==> config.mk <==
export PLATFORM = sky130hd
export DESIGN_NAME = card_dealer_flat
export DESIGN_NICKNAME = d
export VERILOG_FILES = /design/src/rtl/card_pkg.sv /design/src/rtl/card_dealer_if.sv /design/src/rtl/card_dealer_lfsr16.sv /design/src/rtl/card_dealer.sv /design/src/flat_wrapper.sv
export SDC_FILE = /design/constraint.sdc
export NUM_CORES = 1
export LEC_CHECK = 0
export BUFFER_PORTS_ARGS = -buffer_cell sky130_fd_sc_hd__buf_2
export CORE_MARGIN = 10
export CORE_UTILIZATION = 43
export DETAILED_ROUTE_END_ITERATION = 12
export SLEW_MARGIN = 0
export SYNTH_ARGS = -nofsm -noshare
export SYNTH_HDL_FRONTEND = slang
export SYNTH_HIERARCHICAL = 1
export SYNTH_SLANG_ARGS = --single-unit
==> constraint.sdc <==
create_clock -name clock -period 8 [get_ports clock]
set_input_delay 1.6 -clock clock [delete_from_list [all_inputs] [get_ports clock]]
set_output_delay 1.6 -clock clock [all_outputs]
set_load 0.05 [all_outputs]
==> src/rtl/card_pkg.sv <==
// rtl/card_pkg.sv - shared deck constants, FSM states and index-to-card mapping
package card_pkg;

    localparam int DECK_SIZE = 52;
    localparam int NRANK     = 13;
    localparam int NSUIT     = 4;
    localparam int NUM_W     = 4;
    localparam int SUIT_W    = 3;

    typedef enum logic [1:0] {
        IDLE,
        CLEAR,
        DEAL,
        DONE
    } state_t;

    typedef struct packed {
        logic [NUM_W-1:0]  rank;
        logic [SUIT_W-1:0] suit;
    } card_t;

    // Compare chain instead of a divider: c/13 selects the suit, the remainder gives the rank.
    // Only meaningful for c < DECK_SIZE; callers reject larger indices first.
    function automatic card_t idx_to_card(input logic [5:0] c);
        card_t r;
        if (c < 6'd13) begin
            r.suit = 3'd0;
            r.rank = 4'(c + 6'd1);
        end else if (c < 6'd26) begin
            r.suit = 3'd1;
            r.rank = 4'(c - 6'd12);
        end else if (c < 6'd39) begin
            r.suit = 3'd2;
            r.rank = 4'(c - 6'd25);
        end else begin
            r.suit = 3'd3;
            r.rank = 4'(c - 6'd38);
        end
        return r;
    endfunction

endpackage

==> src/rtl/card_dealer_if.sv <==
// rtl/card_dealer_if.sv - deal request/response bundle between game FSM and dealer
interface card_dealer_if
    import card_pkg::*;
#(
    parameter int NCARD = 12
);
    logic                      deal_req;
    logic                      busy;
    logic                      deal_done;
    logic [NUM_W*NCARD-1:0]    num_o;
    logic [SUIT_W*NCARD-1:0]   suit_o;

    modport master (
        output deal_req,
        input  busy,
        input  deal_done,
        input  num_o,
        input  suit_o
    );

    modport slave (
        input  deal_req,
        output busy,
        output deal_done,
        output num_o,
        output suit_o
    );
endinterface

==> src/rtl/card_dealer_lfsr16.sv <==
// rtl/card_dealer_lfsr16.sv - free-running 16-bit Fibonacci LFSR, taps 16,14,13,11
module lfsr16 #(
    parameter logic [15:0] SEED = 16'hACE1
) (
    input  logic        clock,
    input  logic        xreset,
    output logic [15:0] q
);

    logic [15:0] r_q;

    // Shift every cycle regardless of the dealer state; a non-zero seed keeps it off the all-zero lockup.
    always_ff @(posedge clock or negedge xreset) begin
        if (!xreset) begin
            r_q <= SEED;
        end else begin
            r_q <= {r_q[14:0], r_q[15] ^ r_q[13] ^ r_q[12] ^ r_q[10]};
        end
    end

    assign q = r_q;

endmodule

==> src/rtl/card_dealer.sv <==
// rtl/card_dealer.sv - deals NCARD distinct cards by rejection sampling an LFSR
module card_dealer
    import card_pkg::*;
#(
    parameter int          NCARD = 12,
    parameter logic [15:0] SEED  = 16'hACE1
) (
    input  logic        clock,
    input  logic        xreset,
    card_dealer_if.slave bus
);

    localparam int            KW   = (NCARD > 1) ? $clog2(NCARD) : 1;
    localparam logic [KW-1:0] LAST = KW'(NCARD - 1);

    logic [15:0]          w_lfsr;
    logic [5:0]           w_c;
    logic                 w_accept;
    logic                 w_unused;
    card_t                w_card;

    state_t               r_state;
    logic                 r_busy;
    logic                 r_done;
    logic [DECK_SIZE-1:0] r_used;
    logic [KW-1:0]        r_k;
    logic [NUM_W-1:0]     r_num  [NCARD];
    logic [SUIT_W-1:0]    r_suit [NCARD];

    lfsr16 #(.SEED(SEED)) u_lfsr (
        .clock  (clock),
        .xreset (xreset),
        .q      (w_lfsr)
    );

    // Only the low six bits form the candidate; the rest just feed the shift register.
    assign w_c      = w_lfsr[5:0];
    assign w_unused = ^w_lfsr[15:6];
    assign w_card   = idx_to_card(w_c);
    assign w_accept = (w_c < 6'(DECK_SIZE)) && !r_used[w_c];

    // Deal sequencer: clear, fill one slot per accepted candidate, then pulse done.
    always_ff @(posedge clock or negedge xreset) begin
        if (!xreset) begin
            r_state <= IDLE;
            r_busy  <= 1'b0;
            r_done  <= 1'b0;
            r_used  <= '0;
            r_k     <= '0;
            for (int i = 0; i < NCARD; i++) begin
                r_num[i]  <= '0;
                r_suit[i] <= '0;
            end
        end else begin
            r_done <= 1'b0;
            case (r_state)
                IDLE: begin
                    if (bus.deal_req) begin
                        r_state <= CLEAR;
                        r_busy  <= 1'b1;
                    end
                end
                CLEAR: begin
                    r_used <= '0;
                    r_k    <= '0;
                    for (int i = 0; i < NCARD; i++) begin
                        r_num[i]  <= '0;
                        r_suit[i] <= '0;
                    end
                    r_state <= DEAL;
                end
                DEAL: begin
                    if (w_accept) begin
                        r_num[r_k]    <= w_card.rank;
                        r_suit[r_k]   <= w_card.suit;
                        r_used[w_c]   <= 1'b1;
                        r_k           <= r_k + KW'(1);
                        if (r_k == LAST) begin
                            r_state <= DONE;
                            r_done  <= 1'b1;
                        end
                    end
                end
                DONE: begin
                    r_busy  <= 1'b0;
                    r_state <= IDLE;
                end
                default: r_state <= IDLE;
            endcase
        end
    end

    assign bus.busy      = r_busy;
    assign bus.deal_done = r_done;

    for (genvar g = 0; g < NCARD; g++) begin : g_out
        assign bus.num_o[NUM_W*g +: NUM_W]    = r_num[g];
        assign bus.suit_o[SUIT_W*g +: SUIT_W] = r_suit[g];
    end

endmodule

==> src/flat_wrapper.sv <==
// flat-port wrapper written by rule: the top's interface ports become plain ports
module card_dealer_flat import card_pkg::*;
#(
    parameter int          NCARD = 12,
    parameter logic [15:0] SEED  = 16'hACE1
)
  (clock, xreset, bus_deal_req, bus_busy, bus_deal_done, bus_num_o, bus_suit_o);
  card_dealer_if #(.NCARD(NCARD)) bus_i ();
  input  logic clock;
  input  logic xreset;
  input wire logic [$bits(bus_i.deal_req)-1:0] bus_deal_req;
  output wire logic [$bits(bus_i.busy)-1:0] bus_busy;
  output wire logic [$bits(bus_i.deal_done)-1:0] bus_deal_done;
  output wire logic [$bits(bus_i.num_o)-1:0] bus_num_o;
  output wire logic [$bits(bus_i.suit_o)-1:0] bus_suit_o;
  assign bus_i.deal_req = bus_deal_req;
  assign bus_busy = bus_i.busy;
  assign bus_deal_done = bus_i.deal_done;
  assign bus_num_o = bus_i.num_o;
  assign bus_suit_o = bus_i.suit_o;
  card_dealer #(.NCARD(NCARD), .SEED(SEED)) u_core (.clock(clock), .xreset(xreset), .bus(bus_i));
endmodule
==> Word level (Yosys, flattened, before mapping) <==
Index checks and enable logic that the tools add are counted.
{ "totals": {"register_bits": 160, "output_inout_bits": 86, "wordCells": 95} }
{ "op_classes": {"bitwise": 5, "mux": 30, "n_eq_ne": 7, "n_reduce_logical": 10, "add_sub_neg": 5, "n_lt_le_gt_ge": 8} }
{ "op_table": {"columns": ["cell", "count"], "rows": [
  ["$pmux W52 S2", 1],
  ["$pmux W48 S2", 1],
  ["$pmux W36 S2", 1],
  ["$mux W52", 1],
  ["$or A52 B52 Y52", 1],
  ["$bwmux W48", 1],
  ["$mux W48", 1],
  ["$bwmux W36", 1],
  ["$mux W36", 1],
  ["$mux W7", 3],
  ["$demux W4 S4", 1],
  ["$demux W3 S4", 1],
  ["$lt A6 B6 Y1 const B", 2],
  ["$add A4 B1 Y4 const B", 2],
  ["$mux W4", 2],
  ["$pmux W2 S4", 1],
  ["$pmux W4 S2", 1],
  ["$sub A4 B4 Y4 const B", 2],
  ["$lt A6 B7 Y1 const B", 1],
  ["$bmux W1 S6", 1],
  ["$demux W1 S6", 1],
  ["$ge A6 B1 Y1 const B", 1],
  ["$lt A6 B4 Y1 const B", 1],
  ["$lt A6 B5 Y1 const B", 1],
  ["20 further kinds", 35]
]} }

==> Depth between registers and ports, before layout <==
Gate-level depths: netlist of run 1.
{ "logic_depth": {"depth_word": 8, "mapped_depth": 11} }

==> Modules after synthesis <==
Netlist of run 1, hierarchy kept.
{ "modules_own_cells": {"columns": ["module", "cells_per_inst", "area_per_inst_um2", "instances"], "rows": [
  ["card_dealer", 561, 6625.1, 1],
  ["lfsr16", 19, 436.7, 1]
]} }

==> Least setup slack after synthesis of run 1 <==
No wires, ideal clock.
{ "synth_path": {"path_kind": "register to register", "startpoint": "register u_core.u_lfsr.r_q[0] (netlist: u_core/u_lfsr/q[0])", "endpoint": "register u_core.r_suit (netlist bit u_core/bus.suit_o[33])", "t_required_ns": 7.920, "setup_time_ns": 0.080, "path_slack_ns": 4.984, "path_stages_with_launch": 9, "t_arrival_ns": 2.936, "path_cell_list": "dfstp_2 > buf_4 > mux4_2 > nand3_1 > nand4_1 > or4_4 > buf_6 > nor4_4 > mux2i_1"} }
{ "synth_via": {"elab_chain_len": 7, "word_cells_on_any_way": 16} }
{ "synth_lines": {"columns": ["element", "line", "text"], "rows": [
  ["start: declaration", "card_dealer_lfsr16.sv:10", "logic [15:0] r_q;"],
  ["start signal: assignment", "card_dealer_lfsr16.sv:17", "r_q <= {r_q[14:0], r_q[15] ^ r_q[13] ^ r_q[12] ^ r_q[10]};"],
  ["$lt A6 B6 Y1", "card_pkg.sv:32", "end else if (c < 6'd39) begin"],
  ["$mux W7", "card_pkg.sv:32", null],
  ["$mux W7", "card_pkg.sv:29", "end else if (c < 6'd26) begin"],
  ["$mux W7", "card_pkg.sv:26", "if (c < 6'd13) begin"],
  ["$bwmux W36", "card_dealer.sv:75", "r_suit[r_k] <= w_card.suit;"],
  ["$mux W36", "card_dealer.sv:73", "if (w_accept) begin"],
  ["$pmux W36 S2", "card_dealer.sv:56", "case (r_state)"],
  ["end signal: indexed assignment", "card_dealer.sv:75", null],
  ["end: declaration", "card_dealer.sv:28", "logic [SUIT_W-1:0] r_suit [NCARD];"]
]} }
Parallel ways exist; a longest one is shown, timed or not. The select of a mux whose other input is x is not followed.
A chain may end at the register's enable or synchronous reset.

==> Worst setup path in the final report of run 1 <==
{ "layout_path": {"startpoint": "register u_core.u_lfsr.r_q[2] (netlist: u_core/u_lfsr/q[2])", "endpoint": "register u_core.r_num (netlist bit u_core/bus.num_o[20])"} }
{ "layout_via": {"elab_chain_len": 7, "word_cells_on_any_way": 16} }
{ "layout_lines": {"columns": ["element", "line", "text"], "rows": [
  ["$lt A6 B6 Y1", "card_pkg.sv:32", null],
  ["$mux W7", "card_pkg.sv:32", null],
  ["$mux W7", "card_pkg.sv:29", null],
  ["$mux W7", "card_pkg.sv:26", null],
  ["$bwmux W48", "card_dealer.sv:74", "r_num[r_k] <= w_card.rank;"],
  ["$mux W48", "card_dealer.sv:73", null],
  ["$pmux W48 S2", "card_dealer.sv:56", null],
  ["end signal: indexed assignment", "card_dealer.sv:74", null],
  ["end: declaration", "card_dealer.sv:27", "logic [NUM_W-1:0] r_num [NCARD];"]
]} }
Parallel ways exist; a longest one is shown, timed or not. The select of a mux whose other input is x is not followed.

==> results.toml, run 1 <==
[timing]
fmaxAchievable_ghz = 0.2346
tns_ns = 0
fin_skew_ns = 0.008883
period_share_pct = 53.28
final_max_slew_viol_count = 0
setup_violations = 0
worst_slew_pin_slew_ns = 1.193
rsz0062_at_grt = "no"
relSlewSlack_pct = 19.88
period_needed_ns = 4.263
hold_violations = 0

[drt]
avgViaCountPerCell = 5.691
remaining_drc_errors = 0
avgRoutedWirePerCell_um = 20.06
drtIter0Drc = 428
vias = 4877
ant_nets = 0
first_pass_iters = 5
drt-total-wl_mm = 17.19

[global_routing]
grt-ovfl-total = 0
grt_pass1_vias = 5037
grt_antenna_before_repair = 0
grt_max_degree = 87
grt_pass1_wl_mm = 28.23
track_usage_pct = 15.99

[setup_path]
crit_fanout = 21
worstSetupEndpointType = "register"
critPathSlowestCell = "xnor2_1"
crit_buf_inv = 1
critPathLaunchType = "register"
worst_ep_arrival_time_ns = 4.51
slowest_delay_ns = 0.95
path_class = "reg -> reg"
path_cells = "inv_1, ha_1, a21o_1, a21oi_2, o21ai_1, xnor2_1, mux2i_1"
required_ns = 8.25
critical-path-top-delay-family = "compound AO/OA/AOI/OAI gates"

[clock_tree]
clock_path_buffers = 2
cts_hold_buf = 0
clk_pin_slew_worst_paths_ns = 0.06
root_buffer = "clkbuf_16"
cts_tree = "yes"
post_cts_resized = 0
post-cts-setup-buffers = 0
cts_buffers = 17
cts.htree.levels = 4
clock_sinks = 148
clkLatencyLatePin_ns = 0.42

[layout]
nets = 650
syn_to_final_growth_pct = 14.78
fillCellCount = 1413
diodes = 0
final_cells = 857
drive_above_1_share_pct = 24.34

[placed_design]
dp_cells = 825
io_buffers = 76
place.gp.congestion = 0.7832
dp_hpwl_mm = 11.23

[synth]
synthCells = 580
synth_edf_count = 0
synth_area_um2 = 7062
yosys_most_used_dff = "dfrtp_1"
yosysWarnings = 6
postSynthAreaPerCell_um2 = 12.18
synth.ff_latch_count = 148
yosysUniqueCellTypes = 57
seq_area_frac_synth_pct = 52.59
postSynth.asyncResetShare_pct = 100.0

[min_path]
hp-class = "reg -> reg"

[floorplan]
start_util_pct = 44.14
core_um2 = 16000
rows = 46
die_w_um = 148.2
dieArea_um2 = 21950
pin_count = 89
dieHeight_um = 148.2

[power_and_ir_drop]
ir_drop_v = 0.0001428
power_density_nw_per_um2 = 247.0
leakage_nw = 3.658

[run_status]
outcome = "complete, no violations"

[job]
cap_violations = 0
logic make-up after synthesis:
kind of cell	synth area share, %
AO/OA/AOI/OAI	11.75
flip-flops	52.59
multiplexers	14.26
AND/OR/NAND/NOR	12.31
other	0.05310
adder cells (fa/ha/maj)	3.366
XOR/XNOR	0.4962
buffers and inverters	5.174
area by class of cell:
| cell class | instances | area (um2) | share of cell area (%) |
|---|---|---|---|
| clock buffer | 18 | 439.2 | 5.418 |
| clock inverter | 14 | 146.4 | 1.806 |
| multi-input combinational | 364 | 3044 | 37.56 |
| tap | 216 | 270.3 | 3.334 |
| timing repair buffer | 83 | 439.2 | 5.418 |
| inverter | 14 | 52.55 | 0.6483 |
| sequential | 148 | 3714 | 45.82 |
report_power, final:
group          total [W]  switching (W)  leakage (nW)  internal (W)
registers       0.000798      0.0000241          2.03      0.000773
logic           0.000422       0.000327          1.34     0.0000948
clock network   0.000783       0.000337         0.287      0.000446
worst reg2reg max path, delay by kind of cell, from the launching register on:
kind | cells | cell delay [ns]
AO/OA/AOI/OAI | 3 | 1.63
XOR/XNOR | 1 | 0.95
flip-flops | 1 | 0.76
buffers and inverters | 1 | 0.30
adder cells (fa/ha/maj) | 1 | 0.27
multiplexers | 1 | 0.18
routing by layer:
metal,track usage [%],wire (um),vias to the layer above,share of wire [%]
met2,24.30,8133,153,47
met3,4.794,1067,11,6.2
met5,0,0,-,0
met1,21.38,7822,2510,46
li1,-,-,2203,-
met4,5.104,167,0,0.97
per-stage QoR:
step           utilization, %  hold WS [ns]  total power, W  instance area [um2]  setup slack, ns
2_1_floorplan               -        0.3312        0.001145                 7103            4.984
3_3_place_gp            47.00        0.3388        0.001224                 7520            3.986
3_5_place_dp            47.00        0.3347        0.001235                 7520            3.759
4_1_cts                 50.66        0.3493        0.002024                 8105            3.755
5_1_grt                 50.66        0.3595        0.002099                 8105            3.335
6_report                50.66        0.3484        0.002002                 8105            3.737
cells in the final DEF, fill, tap and decap left out, types with 7 or more instances in the layout:
cell type,instances
a32o_1,52
buf_2,75
buf_4,7
clkbuf_16,17
conb_1,12
dfrtp_1,140
dfstp_2,8
ha_1,19
inv_1,14
mux2i_1,73
mux4_2,10
nand2_1,87
nand3_1,8
nor4_4,10
flip-flops by register name, indices dropped and copies added (netlist names):
register / count
u_core/bus.suit_o: 24
u_core/r_state: 2
u_core/u_lfsr/q: 16
u_core/r_k: 4
u_core/r_used: 52
u_core/bus.deal_done: 1
u_core/bus.busy: 1
u_core/bus.num_o: 48
final timing paths:
check | start | endpoint | slack [ns] | cells after the start
max in group asynchronous | xreset | u_core/u_lfsr/q[12]$_DFF_PN0_ | 5.31 | 2
worst max-delay path | u_core/u_lfsr/q[2]$_DFF_PN0_ | u_core/bus.num_o[20]$_DFFE_PN0P_ | 3.74 | 7
worst min-delay path | u_core/u_lfsr/q[8]$_DFF_PN0_ | u_core/u_lfsr/q[9]$_DFF_PN0_ | 0.35 | 0
worst max register to register | u_core/u_lfsr/q[2]$_DFF_PN0_ | u_core/bus.num_o[20]$_DFFE_PN0P_ | 3.74 | 7
worst min register to register | u_core/u_lfsr/q[8]$_DFF_PN0_ | u_core/u_lfsr/q[9]$_DFF_PN0_ | 0.35 | 0
min in group asynchronous | xreset | u_core/r_used[45]$_DFFE_PN0P_ | 1.14 | 1
synth_stat cells (all sizes together) (2+ instances only):
master / number / area, um2
a2111oi: 2 / 17.52
a211o: 2 / 17.52
a21o: 3 / 22.52
a21oi: 5 / 25.02
a221o: 2 / 20.02
a31oi: 2 / 12.51
a32o: 52 / 520.5
and2: 6 / 37.54
and3: 5 / 31.28
and3b: 2 / 17.52
buf: 30 / 181.4
clkbuf: 35 / 131.4
dfrtp: 140 / 3503
dfstp: 8 / 210.2
ha: 19 / 237.7
inv: 14 / 52.55
mux2i: 73 / 730.7
mux4: 12 / 276.5
nand2: 87 / 326.6
nand2b: 4 / 25.02
nand3: 8 / 40.04
nand3b: 3 / 22.52
nand4: 2 / 12.51
nor2: 5 / 18.77
nor2b: 6 / 37.54
nor3: 5 / 35.03
nor4: 12 / 225.2
o211ai: 2 / 15.01
o21ai: 8 / 43.79
o22ai: 2 / 12.51
o311a: 2 / 20.02
o311ai: 2 / 17.52
or2: 2 / 12.51
xnor2: 3 / 26.28
(Power assumes the default switching activity.)
==> run 2: changes to the inputs <==
--- a/config.mk
+++ b/config.mk
@@ -5,6 +5,7 @@
 export SDC_FILE = /design/constraint.sdc
 export NUM_CORES = 1
 export LEC_CHECK = 0
+export ABC_AREA = 1
 export BUFFER_PORTS_ARGS = -buffer_cell sky130_fd_sc_hd__buf_2
 export CORE_MARGIN = 10
 export CORE_UTILIZATION = 43
==> constraint.sdc (replaced) <==
create_clock -name clock -period 3.7 [get_ports clock]
set_input_delay 0.74 -clock clock [delete_from_list [all_inputs] [get_ports clock]]
set_output_delay 0.74 -clock clock [all_outputs]
set_load 0.05 [all_outputs]
==> results.toml, run 2 <==
[timing]
relSlewSlack_pct = 53.45
period_needed_ns = 2.916
period_share_pct = 78.80
fin_skew_ns = 0.01217
setup_violations = 0
tns_ns = 0
fmaxAchievable_ghz = 0.3430
rsz0062_at_grt = "no"
worst_slew_pin_slew_ns = 0.6956
hold_violations = 0
final_max_slew_viol_count = 0

[layout]
nets = 1001
final_cell_mix = "341 x nand2_1, 140 x dfrtp_1, 102 x nand3_1"
top_register = "u_core/r_used"
final_cells = 1217
syn_to_final_growth_pct = 15.50
largest_register_ffs = 52
fin_util_pct = 50.78
diodes = 0
layout_commonest_cell = "nand2_1"
drive_above_1_share_pct = 20.06
final_cell_area_um2 = 8783

[placed_design]
dp_hpwl_mm = 13.61
dp_cells = 1185
placed_area_um2 = 8179
io_buffers = 76
place.gp.congestion = 0.8574

[floorplan]
core_um2 = 17300
pin_count = 89
rows = 48
die_w_um = 153.0
dieArea_um2 = 23400
dieHeight_um = 153.0
start_util_pct = 43.97

[drt]
first_pass_iters = 5
drt-total-wl_mm = 20.22
remaining_drc_errors = 0
vias = 6162
drtIter0Drc = 454
ant_nets = 0
avgViaCountPerCell = 5.063
avgRoutedWirePerCell_um = 16.61

[power_and_ir_drop]
p_sw_w = 0.001742
leakage_nw = 4.651
p_seq_share_pct = 36.5
ir_drop_v = 0.0003732
p_total_w = 0.004699
comb_power_share_pct = 25.6
intPower_w = 0.002957
clkPwrFrac_pct = 37.9
p_sw_share_pct = 37.07
power_density_nw_per_um2 = 535.0

[synth]
yosysWarnings = 6
synth.top_cell.area_share_pct = 46.07
synthCells = 901
postSynthAreaPerCell_um2 = 8.440
netlist.top_cell.by_area = "dfrtp_1"
yosys_most_used_dff = "dfrtp_1"
yosysUniqueCellTypes = 34
synthTopCellsByCount = "341 x nand2_1, 140 x dfrtp_1, 102 x nand3_1, 93 x inv_1, 40 x o22ai_2"
synth.ff_latch_count = 148
postSynth.asyncResetShare_pct = 100.0
synth_edf_count = 0
yosys.area_share.simple_pct = 28.89
synth-xor-area-share_pct = 0.8062
synth_top_family_by_area = "simple AND/OR/NAND/NOR gates"
synthMuxAreaShare_pct = 0
synth_area_um2 = 7605
ys_top_cells_by_area = "dfrtp_1 46%, nand2_1 17%, nand3_1 6.7%"
synth-compound-area-share_pct = 9.131
seq_area_frac_synth_pct = 48.83
yosys.area_share.adder_pct = 3.126
synth_most_common_cell = "nand2_1"

[setup_path]
crit_fanout = 17
r2r_end = "u_core/bus.num_o[31]$_DFFE_PN0P_"
reg2reg_slack_ns = 0.78
path_class = "reg -> reg"
required_ns = 4.02
worstSetupEndpointType = "register"
crit_buf_inv = 1
path_cells = "buf_4, nand2_1, nand3_1, nand3_1, nand3_1, nand2_1, nand2_2, nand3_1, nand2_1, nand3_1, nand2_1, nand2_1"
worst_ep_arrival_time_ns = 3.24
r2r.worst_path.cells = 12
slowest_delay_ns = 0.74
critPathLaunchType = "register"
critical-path-top-delay-family = "simple AND/OR/NAND/NOR gates"
regToRegStartpoint = "u_core/u_lfsr/q[0]$_DFF_PN1_"
critPathSlowestCell = "dfstp_2"

[global_routing]
grt_pass1_vias = 6262
grt-ovfl-total = 0
track_usage_pct = 17.36
grt_pass1_wl_mm = 33.34
grt_max_degree = 71
grt_antenna_before_repair = 0

[min_path]
hp-class = "in -> async"

[clock_tree]
cts_buffers = 17
cts.htree.levels = 4
clock_path_buffers = 2
clk_pin_slew_worst_paths_ns = 0.07
cts_hold_buf = 0
clock_sinks = 148
post_cts_resized = 0
cts_tree = "yes"
clkLatencyLatePin_ns = 0.44
post-cts-setup-buffers = 0
root_buffer = "clkbuf_16"

[job]
cap_violations = 0

[run_status]
outcome = "complete, no violations"
run 2: cell count changes after synthesis, moves of 7 or more:
cell      delta
mux4_2      -10
nor4_4      -10
o22ai_2     +40
inv_1       +79
nand2_1    +254
clkbuf_1    -18
a32o_1      -52
nand4_1     +12
mux2i_1     -73
nand3_1     +94
buf_6        +7
nor2_1      +25
o21ai_0     +13
run 2: worst max-delay path by stage:
stage,startpoint,endpoint,slack [ns],cells past startpoint
floorplan,u_core/u_lfsr/q[2]$_DFF_PN0_,u_core/bus.num_o[16]$_DFFE_PN0P_,1.31,12
global placement,u_core/u_lfsr/q[0]$_DFF_PN1_,u_core/bus.num_o[28]$_DFFE_PN0P_,0.88,12
detailed placement,u_core/u_lfsr/q[0]$_DFF_PN1_,u_core/bus.num_o[5]$_DFFE_PN0P_,0.79,12
CTS,u_core/u_lfsr/q[0]$_DFF_PN1_,u_core/bus.suit_o[22]$_DFFE_PN0P_,0.81,12
global route,u_core/u_lfsr/q[0]$_DFF_PN1_,u_core/bus.num_o[31]$_DFFE_PN0P_,0.50,13
finish,u_core/u_lfsr/q[0]$_DFF_PN1_,u_core/bus.num_o[31]$_DFFE_PN0P_,0.78,12
run 2: per-stage QoR:
stage	hold WS, ns	setup slack (ns)
CTS	0.3478	0.8095
detailed placement	0.3378	0.7859
global route	0.3667	0.4959
finish	0.3226	0.7844
floorplan	0.3312	1.314
global placement	0.3349	0.8789
run 2: cell families (layout without fill, tap and decap cells):
kind of cell / count (synthesis) / count (layout)
buffers and inverters: 148 / 228
xor gates and xnor gates: 7 / 7
adders and majority gates: 19 / 19
DFF: 148 / 148
other: 1 / 12
AOI/OAI and AO/OA: 75 / 75
and+or+nand+nor: 503 / 503
run 2: power by group through the flow:
stage               Clock, W  Sequential, W  Combinational [W]
CTS                  0.00181        0.00172            0.00121
detailed placement         0        0.00175            0.00121
floorplan                  0        0.00181           0.000871
finish               0.00178        0.00171            0.00120
global placement           0        0.00174            0.00120
global route         0.00189        0.00172            0.00133
run 2: layer usage:
metal	track usage [%]	share of wire [%]	vias up
li1	-	-	2999
met1	22.89	46	2997
met2	27.45	47	141
met3	4.293	5.0	25
met4	5.404	1.6	0
met5	0	0	-
run 2: area by class of cell:
type | instances | area [um2]
Clock buffer | 18 | 439.2
Timing Repair Buffer | 97 | 569.3
Fill cell | 1688 | 8513
Tap cell | 225 | 281.5
Multi-Input combinational cell | 616 | 3243
Clock inverter | 14 | 165.2
Inverter | 99 | 371.6
Sequential cell | 148 | 3714
